File: src/rtl/tse_tx_frame_gen.sv
// Fixed-length Ethernet test-frame source for the TSE transmit Avalon-ST port.
// Each frame carries the header, a 32-bit sequence number and an incrementing byte pattern.
module tse_tx_frame_gen #(
    parameter logic [47:0] DST_MAC       = 48'hFFFF_FFFF_FFFF,
    parameter logic [47:0] SRC_MAC       = 48'h0007_ED00_0001,
    parameter logic [15:0] ETHERTYPE     = 16'h88B5,
    parameter int unsigned PAYLOAD_BYTES = 46,
    parameter int unsigned GAP_CYCLES    = 12,
    parameter int unsigned MAX_FRAMES    = 0
) (
    input  logic        clk,
    input  logic        reset,
    input  logic        enable,
    input  logic        mac_inited,
    input  logic        led_link,
    output logic [31:0] tx_data,
    output logic        tx_valid,
    input  logic        tx_ready,
    output logic        tx_sop,
    output logic        tx_eop,
    output logic [1:0]  tx_empty,
    output logic        tx_error,
    output logic        busy,
    output logic [31:0] frame_cnt
);
    localparam int unsigned  FRAME_BYTES = 14 + PAYLOAD_BYTES;
    localparam int unsigned  FRAME_WORDS = (FRAME_BYTES + 3) / 4;
    localparam logic [1:0]   EOP_EMPTY   = 2'((4 - FRAME_BYTES % 4) % 4);
    localparam logic [8:0]   LAST_WORD   = 9'(FRAME_WORDS - 1);
    localparam logic [10:0]  FRAME_LEN   = 11'(FRAME_BYTES);
    localparam logic [15:0]  GAP_LAST    = 16'(GAP_CYCLES - 1);
    localparam logic [111:0] HEADER      = {DST_MAC, SRC_MAC, ETHERTYPE};

    typedef enum logic [1:0] {IDLE, SEND, GAP} state_t;

    state_t      state_q, state_d;
    logic [8:0]  word_q, word_d;
    logic [15:0] gap_q, gap_d;
    logic [31:0] seq_q, seq_d;
    logic [31:0] frame_cnt_q, frame_cnt_d;
    logic [31:0] run_cnt_q, run_cnt_d;
    logic        limit_hit, start_ok, accept, last_word;
    logic [31:0] word_data;

    // Byte idx of the frame; anything past the frame length is a zero pad lane.
    function automatic logic [7:0] frame_byte(input logic [10:0] idx, input logic [31:0] seq);
        logic [111:0] hdr_sh;
        logic [31:0]  seq_sh;
        logic [1:0]   seq_lane;
        hdr_sh   = HEADER << {idx[3:0], 3'b000};
        seq_lane = 2'(idx - 11'd14);
        seq_sh   = seq << {seq_lane, 3'b000};
        if (idx < 11'd14)
            frame_byte = hdr_sh[111:104];
        else if (idx < 11'd18)
            frame_byte = seq_sh[31:24];
        else if (idx < FRAME_LEN)
            frame_byte = 8'(idx - 11'd18);
        else
            frame_byte = 8'h00;
    endfunction

    assign word_data = {frame_byte({word_q, 2'b00}, seq_q), frame_byte({word_q, 2'b01}, seq_q),
                        frame_byte({word_q, 2'b10}, seq_q), frame_byte({word_q, 2'b11}, seq_q)};

    assign accept    = tx_valid && tx_ready;
    assign last_word = (word_q == LAST_WORD);
    assign limit_hit = (MAX_FRAMES != 0) && (run_cnt_q >= 32'(MAX_FRAMES));
    assign start_ok  = enable && mac_inited && led_link && !limit_hit;

    assign tx_valid  = (state_q == SEND);
    assign tx_data   = tx_valid ? word_data : 32'h0;
    assign tx_sop    = tx_valid && (word_q == 9'd0);
    assign tx_eop    = tx_valid && last_word;
    assign tx_empty  = tx_eop ? EOP_EMPTY : 2'b00;
    assign tx_error  = 1'b0;
    assign busy      = (state_q == SEND) || (state_q == GAP);
    assign frame_cnt = frame_cnt_q;

    always_comb begin
        state_d     = state_q;
        word_d      = word_q;
        gap_d       = gap_q;
        seq_d       = seq_q;
        frame_cnt_d = frame_cnt_q;
        run_cnt_d   = run_cnt_q;
        case (state_q)
            IDLE: begin
                if (start_ok) begin
                    state_d = SEND;
                    word_d  = '0;
                end
            end
            SEND: begin
                // Start conditions are ignored here so a started frame always completes.
                if (accept) begin
                    if (last_word) begin
                        state_d     = GAP;
                        gap_d       = '0;
                        seq_d       = seq_q + 32'd1;
                        frame_cnt_d = frame_cnt_q + 32'd1;
                        run_cnt_d   = run_cnt_q + 32'd1;
                    end else begin
                        word_d = word_q + 9'd1;
                    end
                end
            end
            GAP: begin
                if (gap_q == GAP_LAST) begin
                    state_d = start_ok ? SEND : IDLE;
                    word_d  = '0;
                end else begin
                    gap_d = gap_q + 16'd1;
                end
            end
            default: state_d = IDLE;
        endcase
        if (!enable)
            run_cnt_d = '0;
    end

    always_ff @(posedge clk) begin
        if (reset) begin
            state_q     <= IDLE;
            word_q      <= '0;
            gap_q       <= '0;
            seq_q       <= '0;
            frame_cnt_q <= '0;
            run_cnt_q   <= '0;
        end else begin
            state_q     <= state_d;
            word_q      <= word_d;
            gap_q       <= gap_d;
            seq_q       <= seq_d;
            frame_cnt_q <= frame_cnt_d;
            run_cnt_q   <= run_cnt_d;
        end
    end
endmodule

File: config.mk
export PLATFORM = sky130hd
export DESIGN_NAME = tse_tx_frame_gen
export DESIGN_NICKNAME = d
export VERILOG_FILES = /design/src/rtl/tse_tx_frame_gen.sv
export SDC_FILE = /design/constraint.sdc
export NUM_CORES = 1
export LEC_CHECK = 0
export ABC_AREA = 1
export BUFFER_PORTS_ARGS = -buffer_cell sky130_fd_sc_hd__buf_4
export CAP_MARGIN = 0
export CORE_MARGIN = 2
export CORE_UTILIZATION = 45
export DETAILED_ROUTE_END_ITERATION = 16
export PLACE_DENSITY = 0.69
export SLEW_MARGIN = 10
export SYNTH_ARGS = -nofsm -noshare
export SYNTH_HDL_FRONTEND = slang
export SYNTH_SLANG_ARGS = --single-unit
File: constraint.sdc
create_clock -name clk -period 1.87 [get_ports clk]
set_clock_uncertainty 0.2 [all_clocks]
set_input_delay 0.374 -clock clk [delete_from_list [all_inputs] [get_ports clk]]
set_output_delay 0.374 -clock clk [all_outputs]
set_load 0.01 [all_outputs]
### Yosys cells after proc, flatten, opt, wreduce, memory -nomap -nowiden

Cells that the tools add are included.

| storage, ports and cells | value |
|---|---|
| flip-flop bits (word level) | 91 |
| input bits | 6 |
| output and inout bits | 71 |
| logic and storage cells | 89 |

| cells by class | value |
|---|---|
| add/sub/neg operators | 12 |
| $lt $le $gt $ge | 12 |
| equality and inequality tests | 10 |
| shift-type cells | 8 |
| muxes and demuxes | 28 |
| reductions and logical operators | 14 |

Operators by type and width:

| operator | count |
|---|---|
| 112-bit by 7-bit << shifter with 112-bit output, first input constant | 4 |
| 32-bit by 5-bit << shifter with 32-bit output | 4 |
| 8-bit two-way mux | 12 |
| 32-bit by 1-bit adder with 32-bit output, second input constant | 2 |
| 16-bit two-way mux | 3 |
| 11-bit by 4-bit < comparator with 1-bit output, second input constant | 4 |
| 11-bit by 5-bit < comparator with 1-bit output, second input constant | 4 |
| 11-bit by 6-bit < comparator with 1-bit output, second input constant | 4 |
| 9-bit two-way mux | 4 |
| 32-bit two-way mux | 1 |
| 16-bit one-hot mux with 2 select lines | 1 |
| 8-bit by 5-bit subtractor with 8-bit output, second input constant | 4 |
| 9-bit one-hot mux with 3 select lines | 1 |
| 16-bit by 1-bit adder with 16-bit output, second input constant | 1 |
| 16-bit by 4-bit == test with 1-bit output, second input constant | 1 |
| 9-bit by 1-bit adder with 9-bit output, second input constant | 1 |
| 9-bit by 4-bit == test with 1-bit output, second input constant | 1 |
| 9-bit logical NOT | 1 |
| 2-bit two-way mux | 4 |
| 4-bit AND reduction | 2 |
| 2-bit by 1-bit inequality test with 1-bit output, second input constant | 3 |
| 2-bit inequality test, second input constant | 3 |
| 2-bit one-hot mux with 3 select lines | 1 |
| 1-bit logical AND | 5 |
| other kinds (11) | 13 |

### Longest topological paths before layout

| depth | value |
|---|---|
| depth in word-level cells | 5 |
| gate-level depth with buffers | 12 |
| gate-level depth less buffers | 11 |

### Worst setup path before layout

Ideal clock, no wire load.

| timing path | value |
|---|---|
| path kind | flip-flop to output port |
| start | register state_q[1] |
| end | output port tx_data[15] |
| data arrival time | 1.499 ns |
| data required time | 1.296 ns |
| path slack | -0.203 ns |
| cell stages (with the launch flop) | 7 |
| buffers on the path | 2 |
| path through | dfxtp_1 inv_1 ha_1 buf_2 o21ai_2 buf_4 a211oi_1 |

| on the way | value |
|---|---|
| longest elaborated chain between the ends | 2 |

RTL lines:

| item | RTL line | source |
|---|---|---|
| start, declared | 36 | `state_t state_q, state_d;` |
| start signal, assigned | 131 | `state_q <= state_d;` |
| 2-bit by 1-bit == test with 1-bit output | 71 | `assign tx_valid = (state_q == SEND);` |
| net tx_valid | 17 | `output logic tx_valid,` |
| 32-bit two-way mux | 72 | `assign tx_data = tx_valid ? word_data : 32'h0;` |
| end, declared | 16 | `output logic [31:0] tx_data,` |

The timed path passes the listed nets, and every way through them passes these cells.

### Worst setup path after layout

| timing path | value |
|---|---|
| start | register word_q[2] |
| end | output port tx_data[25] |

| on the way | value |
|---|---|
| longest elaborated chain between the ends | 5 |
| elaborated cells on any way between the ends | 7 |
| classes of those cells | 3 x order compare; 4 x mux |

RTL lines:

| item | RTL line | source |
|---|---|---|
| start, declared | 37 | `logic [8:0] word_q, word_d;` |
| start signal, assigned | 132 | `word_q <= word_d;` |
| 11-bit by 6-bit < comparator with 1-bit output | 57 | `else if (idx < FRAME_LEN)` |
| 8-bit two-way mux | 57 |  |
| 8-bit two-way mux | 55 | `else if (idx < 11'd18)` |
| 8-bit two-way mux (*) | 53 | `if (idx < 11'd14)` |
| 32-bit two-way mux (*) | 72 |  |

Every way passes the cells marked *; elsewhere a longest branch is shown, timed or not.

==> impl_results.md <==
- Reg clk slew, reported paths: roughly 0.070 ns
- Ys flop type: dfxtp_1
- Worst r2r path cells: 11
- Startpoint type of the worst setup path: register
- ANT nets after route: 0
- Power Internal: between 0.003 and 0.004 W
- Avg WL per Cell: approximately 14 µm
- Post-route DRC violation count: 0
- Switch share: 0.2742
- Largest net degree at the start of global routing: 43
- R2r endpoint: seq_q[25]
- Global-route wire length before repair: between 20 and 30 mm
- Yosys Warn Count: 0
- IO Count: 77
- Cells after DPL: around 1.3k
- Worst setup EP type: output pin
- Post-synth EDFFs: 0
- Share of the clock period used by the worst path after layout: 1.335
- Vias per inst: ~5.2
- Core area: 13350 µm²
- Number of global-route vias before repair: roughly 6.2k
- Die width: about 120 µm
- Flop2flop setup slack: -0.34 ns
- Syn Area/Cell: between 6 and 7 µm²
- WP data required: about 1.3 ns
- Synth Instances: about 1000
- Net switching power: approximately 0.0013 W
- Clock group share of total power: 0.380
- Clk root buf: clkbuf_16
- CP max FO: 5
- Failing checks: setup timing
- Reg power frac: 0.404
- Row cnt: 42
- Share of cells above drive strength 1: 0.3311
- Tmin final: about 2.5 ns
- Crit Path Class: reg2out
- Maximum vdd drop: 0.3424 mV
- DP HPWL: between 10 and 15 mm
- Worst-Skew Late Latency: between 0.3 and 0.4 ns
- Worst Hold Class: in2reg
- P_leak: 3.553 nW
- # port buffers: 73
- Final antenna diode count: 0
- Non-Filler Instances: roughly 1.4k
- Nets: 1206
- H-tree depth: 3
- Reg2reg start: word_q[2]
- Count of cell types in the netlist: 44
- DR iter-0 viols: between 400 and 500
- Max cap viols: 0
- Pins Over Slew Limit: 0
- CTS buffer count: 9
- Hold wc startpoint: reset
- WHS Endpoint: gap_q[7]
- Routed vias: roughly 7.0k
- FFs w/ async S/R, synth: 0
- RSZ-0062 raised after global routing: yes
- CTS Sinks: 91
- RePlAce Congestion: about 0.98
- CTS tree: built
- Syn Std Cell Area: 6201 µm²
- Hold Path Depth: 3
- CTS Buffer Depth: 2
- First drt pass iteration count: 5
- Gr ovfl total: 0
- Outcome: complete, but fails checks
- Post-Place Worst Slack: -0.1994 ns
- Sequential fraction of the synthesis area: 0.2938
- Total Wirelength: 19.21 mm
- Yosys reg bits: 91
- Hold-fix buffers, CTS: 0
- Final worst slack: -0.6259 ns
- Antenna violations before repair: 0
- Total track usage: 0.2438
- Die area: 14730 µm²
- Final Hold Vio Count: 0
- Initial core utilization: 0.4646
- Comb power frac: 0.217
- Area delta synth->final: 46.33%
- Hold slack: around 0.28 ns
- Power Density: between 500 and 600 nW/µm²
- Die Y: ~120 µm
- Max Fclk: about 0.40 GHz
- Worst Path Arrival: between 1.5 and 2 ns
- Total power: between 0.004 and 0.005 W
- # setup viols final: approximately 130
power groups by stage:
stage | Sequential, W | Clock, W | Combinational (W)
after global placement | 0.00200 | 0 | 0.000837
after floorplan | 0.00201 | 0 | 0.000462
after detailed placement | 0.00200 | 0 | 0.000842
final | 0.00196 | 0.00184 | 0.00105
after global routing | 0.00196 | 0.00195 | 0.00113
after CTS | 0.00196 | 0.00187 | 0.000942
Yosys cell counts (2+ instances only):
cell type / number / share of area
a31oi_1: 2 / 0.0020
a21oi_1: 80 / 0.065
nand2_2: 13 / 0.013
nand3b_1: 5 / 0.0061
buf_6: 4 / 0.0073
xor2_1: 8 / 0.011
ha_1: 17 / 0.034
nand3_2: 5 / 0.0081
nand3_1: 54 / 0.044
buf_4: 7 / 0.0085
nor2_4: 5 / 0.0091
nand4_1: 23 / 0.023
nor3_2: 3 / 0.0048
inv_1: 108 / 0.065
a211oi_1: 5 / 0.0061
nand2_1: 252 / 0.15
clkbuf_1: 15 / 0.0091
nor3b_1: 2 / 0.0024
o21bai_1: 3 / 0.0036
dfxtp_1: 91 / 0.29
o21ai_1: 5 / 0.0040
nor3_1: 14 / 0.011
buf_2: 9 / 0.0073
xnor2_1: 7 / 0.0099
a21oi_2: 10 / 0.014
o211ai_1: 2 / 0.0024
nor2_1: 172 / 0.10
nor2_2: 12 / 0.012
o21a_1: 2 / 0.0024
o21ai_0: 48 / 0.039
metal layers:
| layer | track usage | vias to the layer above | share of wire | routed length (µm) |
|---|---|---|---|---|
| li1 | - | 3568 | - | - |
| met1 | 0.3288 | 3225 | 0.45 | 8628 |
| met2 | 0.4080 | 211 | 0.48 | 9182 |
| met3 | 0.02397 | 41 | 0.046 | 891 |
| met4 | 0.08118 | 0 | 0.026 | 507 |
| met5 | 0 | - | 0 | 0 |
cells by family (layout without fill, tap and decap cells):
kind of cell / count (synthesis) / count (layout) / share of synthesized area
fa+ha+maj: 17 / 17 / 0.03430
flops: 91 / 91 / 0.2938
buf+inv: 146 / 332 / 0.1013
other cells: 1 / 3 / 0.0006047
simple gates: 565 / 567 / 0.4019
xor+xnor: 15 / 15 / 0.02119
compound gates: 162 / 162 / 0.1469
per-stage QoR:
stage,cell area [µm²],TNS (ns),util
2_1_floorplan,6387,-0.4812,-
3_3_place_gp,7859,-7.124,0.5888
3_5_place_dp,7859,-9.506,0.5888
4_1_cts,8617,-20.77,0.6456
5_1_grt,9074,-39.55,0.6798
6_report,9074,-30.82,0.6798
sequential cells by signal, summed over array words and instances (netlist names):
| signal | flops |
|---|---|
| word_q | 9 |
| frame_cnt | 32 |
| gap_q | 16 |
| state_q | 2 |
| seq_q | 32 |
area by class of cell:
type / count / area, µm²
multi-input combinational: 764 / 4463
fill: 1129 / 4274
sequential: 91 / 1843
timing repair buffer: 207 / 1803
inverter: 110 / 450.4
clock buffer: 11 / 242.7
tap: 176 / 220.2
clock inverter: 4 / 51.30
worst max-delay path, cell delays in order (launching register included):
cell and delay (ns):
dfxtp_4 0.37, buf_4 0.15, nand3_4 0.09, nor2_4 0.05, inv_4 0.09, nand3_4 0.12, o21ai_1 0.33, a21oi_1 0.11
nor2_1 0.12, buf_4 0.14
how the worst max path moves through the flow:
stage / from / to / cells after the start
global placement: word_q[0] / tx_data[26] / 6
detailed placement: word_q[0] / tx_data[26] / 6
CTS: word_q[3] / tx_data[12] / 8
finish: word_q[2] / tx_data[25] / 9
floorplan: word_q[5] / tx_data[1] / 7
global route: word_q[2] / tx_data[16] / 9
timing repair:
action                     CTS  global route
cloned                       1             3
setup buffers                7            13
pin swaps                   15            34
setup endpoints to repair  111           122
resized for setup          114            90
cells in the final DEF, fill, tap and decap left out, types with 3 or more instances in the layout:
cell type and count:
nand3_1 47, clkbuf_16 11, nand3_4 8, dfxtp_4 4
conb_1 3, nor2_1 161, nand3_2 7, o21ai_4 8
nand2_2 22, xor2_1 7, buf_12 9, ha_1 11
o21bai_1 3, o21ai_1 26, nand2_4 7, nor2_2 13
o21ai_2 12, nand2_1 237, inv_2 4, a21oi_4 12
nor3_1 11, nand4_1 23, ha_4 5, a21oi_1 52
xnor2_1 7, inv_4 3, nor3_4 5, dfxtp_1 82
nor2_4 15, buf_6 25, o21ai_0 8, a211oi_2 4
nand3b_1 5, inv_1 99, a21oi_2 27, buf_4 170
dfxtp_2 5
Note: power is estimated with default switching activity, not from simulation.
